--- config.mk ---
export PLATFORM = sky130hd
export DESIGN_NAME = stride_rpt_prefetcher
export DESIGN_NICKNAME = d
export VERILOG_FILES = /design/src/rtl/stride_rpt_prefetcher.sv
export SDC_FILE = /design/constraint.sdc
export NUM_CORES = 2
export LEC_CHECK = 0
export ABC_AREA = 1
export CORE_UTILIZATION = 60
export CTS_CLUSTER_DIAMETER = 40
export DETAILED_ROUTE_END_ITERATION = 6
export HOLD_SLACK_MARGIN = 0.05
export PLACE_DENSITY = 0.77
export RECOVER_POWER = 50
export SYNTH_ARGS = -nofsm -noshare
export SYNTH_HDL_FRONTEND = slang
export SYNTH_SLANG_ARGS = --single-unit
export TNS_END_PERCENT = 50
--- constraint.sdc ---
create_clock -name clk -period 8.6 [get_ports clk]
set_input_delay 1.72 -clock clk [delete_from_list [all_inputs] [get_ports clk]]
set_output_delay 1.72 -clock clk [all_outputs]
set_load 0.1 [all_outputs]
--- src/rtl/stride_rpt_prefetcher.sv ---
// PC-indexed stride prefetcher: a reference prediction table trains on data accesses and
// feeds a line-filtered candidate generator into a small request FIFO.
module stride_rpt_prefetcher #(
  parameter int S_INDEX     = 4,
  parameter int PC_LSB      = 2,
  parameter int DEGREE      = 2,
  parameter int CONF_BITS   = 2,
  parameter int CONF_THRESH = 2,
  parameter int QDEPTH      = 4,
  parameter int LINE_LOG    = 5
) (
  input  logic        clk,
  input  logic        rst,
  input  logic        enable,
  input  logic        acc_valid,
  input  logic [31:0] acc_pc,
  input  logic [31:0] acc_addr,
  output logic        pf_read,
  output logic [31:0] pf_addr,
  input  logic        pf_resp,
  output logic [15:0] drop_cnt
);
  localparam int ENTRIES = 1 << S_INDEX;
  localparam int TAG_W   = 32 - PC_LSB - S_INDEX;
  localparam int QA      = $clog2(QDEPTH);
  localparam int KW      = 4;
  localparam logic [CONF_BITS-1:0] CONF_MAX = '1;
  localparam logic [CONF_BITS-1:0] THRESH   = CONF_BITS'(CONF_THRESH);
  localparam logic [KW-1:0]        K_LAST   = KW'(DEGREE);
  localparam logic [QA:0]          Q_FULL   = (QA+1)'(QDEPTH);
  localparam logic [31:0]          LINE_MASK = ~((32'd1 << LINE_LOG) - 32'd1);

  logic                 tbl_valid  [ENTRIES];
  logic [TAG_W-1:0]     tbl_tag    [ENTRIES];
  logic [31:0]          tbl_last   [ENTRIES];
  logic [31:0]          tbl_stride [ENTRIES];
  logic [CONF_BITS-1:0] tbl_conf   [ENTRIES];

  logic [S_INDEX-1:0]   idx;
  logic [TAG_W-1:0]     tag_in;
  logic                 hit;
  logic [31:0]          cur;
  logic [CONF_BITS-1:0] conf_inc;
  logic                 trigger;

  assign idx      = acc_pc[PC_LSB+S_INDEX-1:PC_LSB];
  assign tag_in   = acc_pc[31:PC_LSB+S_INDEX];
  assign hit      = tbl_valid[idx] && (tbl_tag[idx] == tag_in);
  assign cur      = acc_addr - tbl_last[idx];
  assign conf_inc = (tbl_conf[idx] == CONF_MAX) ? CONF_MAX : tbl_conf[idx] + 1'b1;
  assign trigger  = acc_valid && enable && hit && (cur == tbl_stride[idx]) &&
                    (tbl_stride[idx] != 32'd0) && (conf_inc >= THRESH);

  always_ff @(posedge clk) begin
    if (rst) begin
      for (int i = 0; i < ENTRIES; i++) tbl_valid[i] <= 1'b0;
    end else if (acc_valid && !hit) begin
      tbl_valid[idx] <= 1'b1;
    end
  end

  // A zero delta (repeat access to the same address) leaves the entry untouched.
  always_ff @(posedge clk) begin
    if (!rst && acc_valid) begin
      if (!hit) begin
        tbl_tag[idx]    <= tag_in;
        tbl_last[idx]   <= acc_addr;
        tbl_stride[idx] <= 32'd0;
        tbl_conf[idx]   <= '0;
      end else if (cur != 32'd0) begin
        tbl_last[idx] <= acc_addr;
        if (cur == tbl_stride[idx]) begin
          tbl_conf[idx] <= conf_inc;
        end else begin
          tbl_stride[idx] <= cur;
          tbl_conf[idx]   <= '0;
        end
      end
    end
  end

  logic              gen_busy;
  logic [31:0]       gen_base;
  logic [31:0]       gen_stride;
  logic [KW-1:0]     gen_k;
  logic [31:0]       cand;
  logic              cand_skip;
  logic              cand_ok;
  logic              last_valid;
  logic [31:LINE_LOG] last_line;

  assign cand      = (gen_base + gen_stride * {{(32-KW){1'b0}}, gen_k}) & LINE_MASK;
  assign cand_skip = (cand[31:LINE_LOG] == gen_base[31:LINE_LOG]) ||
                     (last_valid && (cand[31:LINE_LOG] == last_line));
  assign cand_ok   = gen_busy && !cand_skip;

  logic [31:0] q_mem [QDEPTH];
  logic [QA-1:0] rd_ptr, wr_ptr;
  logic [QA:0]   q_count;
  logic          q_empty, q_full, pop, push;

  assign q_empty = (q_count == '0);
  assign q_full  = (q_count == Q_FULL);
  assign pop     = pf_resp && !q_empty;
  assign push    = cand_ok && (!q_full || pop);
  assign pf_read = !q_empty;
  assign pf_addr = q_empty ? 32'd0 : q_mem[rd_ptr];

  // A fresh trigger takes priority over finishing the current burst.
  always_ff @(posedge clk) begin
    if (rst) begin
      gen_busy   <= 1'b0;
      gen_base   <= 32'd0;
      gen_stride <= 32'd0;
      gen_k      <= '0;
    end else if (trigger) begin
      gen_busy   <= 1'b1;
      gen_base   <= acc_addr;
      gen_stride <= cur;
      gen_k      <= KW'(1);
    end else if (gen_busy) begin
      if (gen_k == K_LAST) gen_busy <= 1'b0;
      else gen_k <= gen_k + 1'b1;
    end
  end

  always_ff @(posedge clk) begin
    if (rst) begin
      rd_ptr     <= '0;
      wr_ptr     <= '0;
      q_count    <= '0;
      last_valid <= 1'b0;
      last_line  <= '0;
      drop_cnt   <= 16'd0;
    end else begin
      if (push) begin
        q_mem[wr_ptr] <= cand;
        wr_ptr        <= wr_ptr + 1'b1;
        last_valid    <= 1'b1;
        last_line     <= cand[31:LINE_LOG];
      end else if (cand_ok && drop_cnt != 16'hFFFF) begin
        drop_cnt <= drop_cnt + 16'd1;
      end
      if (pop) rd_ptr <= rd_ptr + 1'b1;
      case ({push, pop})
        2'b10:   q_count <= q_count + 1'b1;
        2'b01:   q_count <= q_count - 1'b1;
        default: q_count <= q_count;
      endcase
    end
  end

endmodule

==> summary.md <==
| Metric | Value |
|---|---|
| IO buf count | `110` |
| Post-Place Setup Slack | `501 ps` |
| Fin Setup TNS | `0 ps` |
| Post-DRT Antenna Nets | `0` |
| Post-DP HPWL | `123000 um` |
| Initial DRC count | `6273` |
| # H-tree levels | `4` |
| Sw power | `0.00527 W` |
| Pwr Total | `0.0197 W` |
| Syn Inst Count | `6383` |
| Layout Nets | `~6900` |
| WHS | `465 ps` |
| DR vias | `about 52000` |
| Routed len/inst | `~24 um` |
| Final setup viols | `0` |
| Power Density | `228 mW/mm^2` |
| Worst Path Required | `9180 ps` |
| Die area | `0.126 sq mm` |
| Clk buf depth | `3` |
| Yosys warning count | `0` |
| Combinational power share | `0.122` |
| First-pass GRT wire length | `301000 um` |
| Initial Utilization | `0.604` |
| Fmax | `0.126 GHz` |
| Ys flop type | `edfxtp_1` |
| Worst IR Drop VDD | `342 uV` |
| Post-cts gate resize count | `0` |
| Clk slew on worst S/H paths | `50 ps` |
| Routability congestion estimate | `1.01` |
| Post-placement cell area | `0.0802 sq mm` |
| Row count | `129` |
| CTS tree | `done` |
| Clock latency at the later pin of the worst-skew pair | `860 ps` |
| Die Height | `355 um` |
| Final Critical Period | `7970 ps` |
| Failing checks | `design-rule violations, max-capacitance violations, max-slew violations` |
| Pins Over Slew Limit | `131` |
| Final worst-path cycle share | `0.926` |
| Gr ovfl total | `0` |
| Seq/Total Area, Yosys | `0.673` |
| Clock Tree Root | `clkbuf_16` |
| Post-synth ARST share | `0` |
| Post-route design area | `0.0864 sq mm` |
| Int Power | `0.0144 W` |
| Syn avg cell area | `11.7 sq um` |
| Yosys cell types | `51` |
| Hold WC Path Type | `reg2reg` |
| Final hold violations | `0` |
| Critical path capture point type | `flop` |
| Vias in the first global route | `approximately 50000` |
| Drc violations | `1` |
| Sw Share | `0.267` |
| Leakage Power | `33.4 nW` |
| Initial antenna violation count | `10` |
| Startpoint Class | `primary input` |
| Worst setup margin | `634 ps` |
| Seq pwr share | `0.465` |
| Outcome | `complete, but fails checks` |
| 1st-pass router iterations | `7` |
| Die Wd | `355 um` |
| Clk pwr share | `0.413` |
| Routed wire length | `about 200000 um` |
| Flops & latches, synth | `1718` |
| Via/cell ratio | `just over 6` |
| Hold_buf cts | `0` |
| CTS Sinks | `between 1500 and 2000` |
| EDFF count, synth | `~1600` |
| Setup Skew | `between 70 and 80 ps` |
| Share of cells above drive strength 1 | `0.0892` |
| Cts bufs inserted | `189` |
| CP arrival | `between 8000 and 9000 ps` |
| Crit Path Category | `in2reg` |
| Max cap viols | `2` |
| Core footprint | `roughly 0.12 sq mm` |
| Setup bufs post-CTS | `0` |
| Slew HR | `-0.916` |
| Crit Path Max Fanout | `40` |
| Slew @ Worst Pin | `2870 ps` |
| Mapped Area | `0.0746 sq mm` |
| Pin count of the biggest net entering global routing | `146` |
| Total GRT Usage | `0.318` |
| Area grow syn2layout | `15.7%` |
| I/O Pins | `118` |
| Unrepaired setup endpoints after global routing | `no` |
power by group through the flow:
stage | logic [W] | clock network (W) | registers, W
floorplan | 0.00150 | 0 | 0.00933
global placement | 0.00237 | 0 | 0.00933
detailed placement | 0.00240 | 0 | 0.00933
CTS | 0.00242 | 0.00819 | 0.00916
global route | 0.00254 | 0.00853 | 0.00916
finish | 0.00240 | 0.00814 | 0.00916
cell usage in the layout, fill, tap and decap left out, types with 42 or more instances in the layout:
master,n
inv_1,541
nor2_1,425
ha_1,71
nand4_1,146
buf_12,94
nand2_1,1517
xor2_1,42
edfxtp_1,1580
dfxtp_1,137
dlygate4sd3_1,103
fa_1,87
nand3_1,189
a21boi_0,67
clkbuf_16,191
a21oi_1,244
buf_4,150
o21ai_0,143
a22oi_1,669
clkbuf_1,54
stage by stage:
step	utilization	std cells
finish	0.699	8457
floorplan	-	6387
detailed placement	0.650	8102
global route	0.699	8454
global placement	0.650	8101
CTS	0.702	8452
cell usage after synthesis (4+ instances only):
cell type	count	area share
a21boi_0	67	0.0067
buf_1	33	0.0017
nor2_1	441	0.022
ha_1	71	0.012
nor2_2	7	0.00059
o21bai_1	6	0.00060
a21oi_1	260	0.017
xor2_1	42	0.0049
a2111oi_0	30	0.0035
dfxtp_1	138	0.037
clkbuf_1	185	0.0093
buf_2	77	0.0052
nand3_1	190	0.013
nor4_1	11	0.00092
buf_6	7	0.0011
o21ai_0	142	0.0095
a31oi_1	5	0.00042
edfxtp_1	1580	0.64
nor3_1	32	0.0021
or2_2	4	0.00034
nand3b_1	19	0.0019
nand2_1	1518	0.076
xnor2_1	12	0.0014
o22ai_1	9	0.00075
nor3b_1	7	0.00070
a22oi_1	669	0.067
fa_1	87	0.023
inv_2	4	0.00020
o221ai_1	4	0.00047
buf_4	7	0.00070
inv_1	544	0.027
nand4_1	146	0.012
a21o_1	7	0.00070
area by class of cell:
cell class,count,area [sq um]
diodes,5,12.5
clock buffers,220,4890
clock inverters,130,1540
fillers,8298,37100
inverters,549,2070
multi-input cells,3811,21300
flip-flops and latches,1718,50200
well taps,1637,2050
repair buffers,387,4240
worst max-delay path, stage by stage:
cell	delay (ps)
dlygate4sd3_1	820
clkbuf_1	290
nor2_1	230
buf_12	250
clkbuf_1	330
a22oi_1	270
a21boi_0	140
a2111oi_0	830
ha_1	470
nand2_1	190
o21ai_0	180
a21oi_1	290
nor2_1	70
nor2_1	140
nand3_1	100
nand2_1	200
inv_1	150
nor4_1	350
nand4_1	270
o21ai_0	590
buf_12	230
nor2_1	130
buf_12	220
path summary, 6_finish.rpt:
kind | to | cells past startpoint | startpoint | slack [ps]
max reg2reg | drop_cnt[11]$_SDFFE_PP0P_ | 30 | gen_k[1]$_SDFFE_PP0P_ | 1230
min reg2reg | tbl_valid[15]$_DFF_P_ | 2 | tbl_valid[15]$_DFF_P_ | 460
max | tbl_last[13][18]$_DFFE_PP_ | 23 | acc_pc[3] | 630
min | tbl_valid[15]$_DFF_P_ | 2 | tbl_valid[15]$_DFF_P_ | 460
kinds of logic after synthesis:
logic type	count (synthesis)	synth area share
AOI/OAI and AO/OA	1209	0.109
xor gates and xnor gates	56	0.00696
adders and majority gates	158	0.0352
buffers and inverters	858	0.0455
DFF	1718	0.673
other	1	0.0000503
and+or+nand+nor	2383	0.131
sequential cells by signal (all words and copies together) (netlist names), named ones only:
name and count:
rd_ptr 2, tbl_conf 32, last_valid 1, q_count 3, gen_busy 1, wr_ptr 2
gen_stride 32, q_mem 108, gen_base 32, last_line 27, tbl_tag 416, tbl_stride 512
tbl_valid 16, tbl_last 512, gen_k 4, drop_cnt 16
metal layers:
metal,up-vias,GRT usage,part of all wire
li1,23363,-,-
met1,25289,0.431,0.38
met2,3076,0.510,0.47
met3,513,0.0628,0.10
met4,10,0.121,0.038
met5,-,0,0.00028
(Power assumes the default switching activity.)
